<file path="config.mk">
export PLATFORM = sky130hd
export DESIGN_NAME = mem_port_arbiter
export DESIGN_NICKNAME = d
export VERILOG_FILES = /design/src/rtl/proc_pkg.sv /design/src/rtl/arb_starve_ctr.sv /design/src/rtl/mem_port_arbiter.sv
export SDC_FILE = /design/constraint.sdc
export NUM_CORES = 1
export LEC_CHECK = 0
export BUFFER_PORTS_ARGS = -buffer_cell sky130_fd_sc_hd__buf_2
export CAP_MARGIN = 20
export CORE_MARGIN = 2
export CORE_UTILIZATION = 48
export CTS_CLUSTER_DIAMETER = 200
export DETAILED_ROUTE_END_ITERATION = 12
export PLACE_DENSITY = 0.9
export SLEW_MARGIN = 20
export SYNTH_ARGS = -nofsm -noshare
export SYNTH_HDL_FRONTEND = slang
export SYNTH_HIERARCHICAL = 1
export SYNTH_SLANG_ARGS = --single-unit
</file>
<file path="constraint.sdc">
create_clock -name CLOCK_50 -period 4.8 [get_ports CLOCK_50]
set_clock_uncertainty 0.05 [all_clocks]
set_input_delay 0.96 -clock CLOCK_50 [delete_from_list [all_inputs] [get_ports CLOCK_50]]
set_output_delay 0.96 -clock CLOCK_50 [all_outputs]
set_load 0.01 [all_outputs]
</file>
<file path="src/rtl/proc_pkg.sv">
// rtl/proc_pkg.sv - widths and read-owner codes shared between the core and the memory arbiter
package proc_pkg;

  localparam int PROC_ADDR_W = 16;
  localparam int PROC_DATA_W = 32;

  localparam logic [1:0] OWN_NONE = 2'd0;
  localparam logic [1:0] OWN_IF   = 2'd1;
  localparam logic [1:0] OWN_D    = 2'd2;

endpackage

</file>
<file path="src/rtl/arb_starve_ctr.sv">
// rtl/arb_starve_ctr.sv - saturating count of consecutive denied fetch cycles and the force-fetch flag
module arb_starve_ctr #(
  parameter int STARVE_MAX = 3
) (
  input  logic i_clk,
  input  logic i_rst_n,
  input  logic i_if_req,
  input  logic i_if_gnt,
  output logic o_force_if
);

  localparam logic [3:0] STARVE_LIM = 4'(STARVE_MAX);

  logic [3:0] r_starve;
  logic [3:0] w_starve_nxt;

  always_comb begin
    w_starve_nxt = r_starve;
    if (!i_if_req || i_if_gnt) begin
      w_starve_nxt = 4'd0;
    end else if (r_starve != STARVE_LIM) begin
      w_starve_nxt = r_starve + 4'd1;
    end
  end

  always_ff @(posedge i_clk or negedge i_rst_n) begin
    if (!i_rst_n) begin
      r_starve <= 4'd0;
    end else begin
      r_starve <= w_starve_nxt;
    end
  end

  assign o_force_if = (r_starve == STARVE_LIM);

endmodule

</file>
<file path="src/rtl/mem_port_arbiter.sv">
// rtl/mem_port_arbiter.sv - shares one single-port sync RAM between fetch and load/store ports
// Data wins by default; a fetch denied STARVE_MAX cycles in a row is forced through.
module mem_port_arbiter
  import proc_pkg::*;
#(
  parameter int ADDR_W     = PROC_ADDR_W,
  parameter int DATA_W     = PROC_DATA_W,
  parameter int STARVE_MAX = 3
) (
  input  logic              CLOCK_50,
  input  logic              RESET_N,
  input  logic              if_req,
  input  logic [ADDR_W-1:0] if_addr,
  output logic              if_gnt,
  output logic              if_rvalid,
  output logic [DATA_W-1:0] if_rdata,
  input  logic              d_req,
  input  logic              d_we,
  input  logic [ADDR_W-1:0] d_addr,
  input  logic [DATA_W-1:0] d_wdata,
  output logic              d_gnt,
  output logic              d_rvalid,
  output logic [DATA_W-1:0] d_rdata,
  output logic [ADDR_W-1:0] mem_addr,
  output logic              mem_we,
  output logic [DATA_W-1:0] mem_wdata,
  input  logic [DATA_W-1:0] mem_rdata
);

  logic              w_force_if;
  logic              w_if_gnt;
  logic              w_d_gnt;
  logic [1:0]        r_owner;
  logic [ADDR_W-1:0] r_last_addr;
  logic [DATA_W-1:0] r_if_rdata;
  logic [DATA_W-1:0] r_d_rdata;

  arb_starve_ctr #(
    .STARVE_MAX(STARVE_MAX)
  ) u_starve (
    .i_clk     (CLOCK_50),
    .i_rst_n   (RESET_N),
    .i_if_req  (if_req),
    .i_if_gnt  (w_if_gnt),
    .o_force_if(w_force_if)
  );

  // Grants are gated by reset directly so nothing reaches the RAM while it is asserted.
  assign w_if_gnt = RESET_N & if_req & (~d_req | w_force_if);
  assign w_d_gnt  = RESET_N & d_req & ~w_if_gnt;

  assign if_gnt    = w_if_gnt;
  assign d_gnt     = w_d_gnt;
  assign mem_we    = w_d_gnt & d_we;
  assign mem_wdata = d_wdata;

  always_comb begin
    mem_addr = r_last_addr;
    if (w_if_gnt) begin
      mem_addr = if_addr;
    end else if (w_d_gnt) begin
      mem_addr = d_addr;
    end
  end

  always_ff @(posedge CLOCK_50 or negedge RESET_N) begin
    if (!RESET_N) begin
      r_last_addr <= '0;
      r_owner     <= OWN_NONE;
    end else begin
      if (w_if_gnt || w_d_gnt) begin
        r_last_addr <= mem_addr;
      end
      if (w_if_gnt) begin
        r_owner <= OWN_IF;
      end else if (w_d_gnt && !d_we) begin
        r_owner <= OWN_D;
      end else begin
        r_owner <= OWN_NONE;
      end
    end
  end

  always_ff @(posedge CLOCK_50 or negedge RESET_N) begin
    if (!RESET_N) begin
      r_if_rdata <= '0;
      r_d_rdata  <= '0;
    end else begin
      if (r_owner == OWN_IF) begin
        r_if_rdata <= mem_rdata;
      end
      if (r_owner == OWN_D) begin
        r_d_rdata <= mem_rdata;
      end
    end
  end

  // The return cycle forwards RAM data straight through; the registers only hold it afterwards.
  assign if_rvalid = (r_owner == OWN_IF);
  assign d_rvalid  = (r_owner == OWN_D);
  assign if_rdata  = if_rvalid ? mem_rdata : r_if_rdata;
  assign d_rdata   = d_rvalid ? mem_rdata : r_d_rdata;

endmodule

</file>
==> impl_metrics.toml <==
[layout]
multi_input_area_sq_um = 1380
drive_gt1_share_pct = 68.7
register_area_sq_um = 2150
nFillCells = 623
final_cell_mix = "buf_2 (152), dfrtp_1 (86), mux2_2 (64)"
diodes = 0
final_common_cell = "buf_2"
layout.nets = 496
area_delta_synth_final_pct = 19.0
fin_cells = 501

[route]
initialDrtViolationCount = 45
vias_per_cell = 5.34
drt-total-wl_microns = 8480
drc = 0
postRouteAntennaNets = 0
wl_per_cell_microns = 16.9
vias = 2674
firstDrtPassIters = 4

[clocking]
clk_path_buf_depth = 2
postCtsHoldBufs = 0
cts_buffers = 9
tritoncts = "done"
insertion_delay_ns = 0.34
cts_htree_levels = 3
clockRootBuffer = "clkbuf_8"
cts.sinks = 86
clkSlewWorstSetupHoldPaths_ns = 0.09
post_cts_buffers = 0
cts_resized = 0

[global_routing]
antenna_found_initial = 0
overflow = 0
grt.total_usage_pct = 18.9
grt_pass1_wl_microns = 13000
grt_pass1_vias = 2659
grt_max_degree = 51

[placed_design]
gp_congestion = 0.766
pre_cts_slack_ns = 1.24
post-place-cells = 485
post-dp-hpwl_microns = 6320
portBuffers = 153

[floorplan]
initial_utilization_pct = 50.1
die_h_microns = 94.3
io-pin-count = 218
die_x_microns = 94.3
die-area_sq_um = 8890
core_area_sq_um = 7810
num_rows = 32

[setup_path]
end_kind = "output pin"
critical_path_class = "input port to output pin"
worstSetupStartpointType = "input port"
crit_chain = "buf_4 -> nand2_1 -> a21oi_2 -> buf_4 -> a221o_2 -> buf_2"
slowest_stage = "buf_4"
crit_path_frequent_cell = "buf_4"
slowest_delay_ns = 0.42
required_ns = 3.79
path_max_fanout = 40
cp_data_arrival_time_ns = 2.52

[hold_path]
hp-class = "flop to flop"

[timing]
slew_violations = 0
finalSetupViolCount = 0
fmax_ghz = 0.284
fin_ws_ns = 1.27
tightestPinTransition_ns = 0.612
period_share_pct = 73.5
relSlewSlack_pct = 59.2
post-route-min-period_ns = 3.53
finalHoldViolCount = 0
finalSetupTns_ns = 0
rsz0062_at_grt = "no"

[status]
outcome = "finished, final reports clean"

[pwr]
p_leak_nw = 2.27
p_total_mw = 1.90
p_per_area_nw_per_um2 = 408
peakVddDrop_v = 0.000161

[synthesis]
synth_seq_area_share_pct = 55.0
synthCells = 272
syn_area_per_cell_sq_um = 14.4
synth_fp_nets = 374
yosysUniqueCellTypes = 25
ys.warnings.count = 6
yosys_register_bits = 86
netlist_area_sq_um = 3920

[flow_run]
cap_viol_max_count = 0
## where the power goes
part | switching [mW] | internal, mW
clock network | 0.274 | 0.200
logic | 0.264 | 0.262
registers | 0.0379 | 0.864
## cell families after synthesis
| logic type | after synthesis | synth area share [%] |
|---|---|---|
| simple gates | 33 | 5.88 |
| buf+inv | 49 | 9.84 |
| fa+ha+maj | 1 | 0.320 |
| flops | 86 | 55.0 |
| mux | 67 | 19.2 |
| compound gates | 36 | 9.81 |
## worst max-delay path, delay by kind of cell
| kind | cells | cell delay (ns) |
|---|---|---|
| buf+inv | 3 | 0.91 |
| compound gates | 2 | 0.47 |
| simple gates | 1 | 0.14 |
## path summary, 6_finish.rpt
path	startpoint	endpoint	slack, ns	depth (start not counted)
max in group asynchronous	RESET_N	r_d_rdata[0]	3.15	2
min in group asynchronous	RESET_N	r_last_addr[15]	0.54	1
setup reg to reg	u_starve/r_starve[0]	r_last_addr[13]	2.73	6
hold reg to reg	r_if_rdata[31]	r_if_rdata[31]	0.45	1
hold / removal	r_if_rdata[31]	r_if_rdata[31]	0.45	1
setup / recovery	RESET_N	mem_addr[11]	1.27	6
## state kept, by name (all words and copies together), names as in the netlist
name and count:
r_last_addr 16, r_owner 2, r_if_rdata 32, r_d_rdata 32, u_starve/r_starve 4
## metrics by stage
stage	area, sq um	hold WS, ns	util, %
floorplan	3920	0.462	-
global placement	4470	0.424	57.3
finish	4660	0.446	59.7
global route	4660	0.464	59.7
CTS	4660	0.451	59.7
detailed placement	4470	0.429	57.3
## cell usage after synthesis
cell type,count,area share [%]
dfrtp_1,86,55
mux2_2,64,18
buf_4,32,6.1
a221o_2,26,7.5
and2_1,13,2.1
buf_6,10,2.9
a221o_1,6,1.5
buf_2,5,0.64
nand3b_1,5,0.96
and2_4,3,0.67
mux2i_1,3,0.77
a21oi_2,2,0.45
inv_1,2,0.19
nand2_1,2,0.19
nand2b_1,2,0.32
or3b_1,2,0.45
a21oi_1,1,0.13
and2_2,1,0.19
and2b_2,1,0.22
ha_1,1,0.32
nand3_1,1,0.13
nor2b_1,1,0.16
nor3b_2,1,0.32
o21ai_2,1,0.22
or2b_1,1,0.19
## layer usage
| layer | track usage, % | vias to the layer above | part of all wire [%] |
|---|---|---|---|
| met2 | 34.1 | 137 | 52 |
| met3 | 6.34 | 10 | 9.9 |
| li1 | - | 1199 | - |
| met5 | 0 | - | 0 |
| met1 | 20.6 | 1328 | 37 |
| met4 | 6.64 | 0 | 0.92 |
## layout make-up
cell class / instances / share of cell area, %
well taps: 102 / 2.74
flip-flops and latches: 86 / 46.2
repair buffers: 158 / 17.3
clock buffers: 9 / 2.66
clock inverters: 7 / 1.37
multi-input cells: 137 / 29.6
inverters: 2 / 0.161
(Power assumes the default switching activity.)
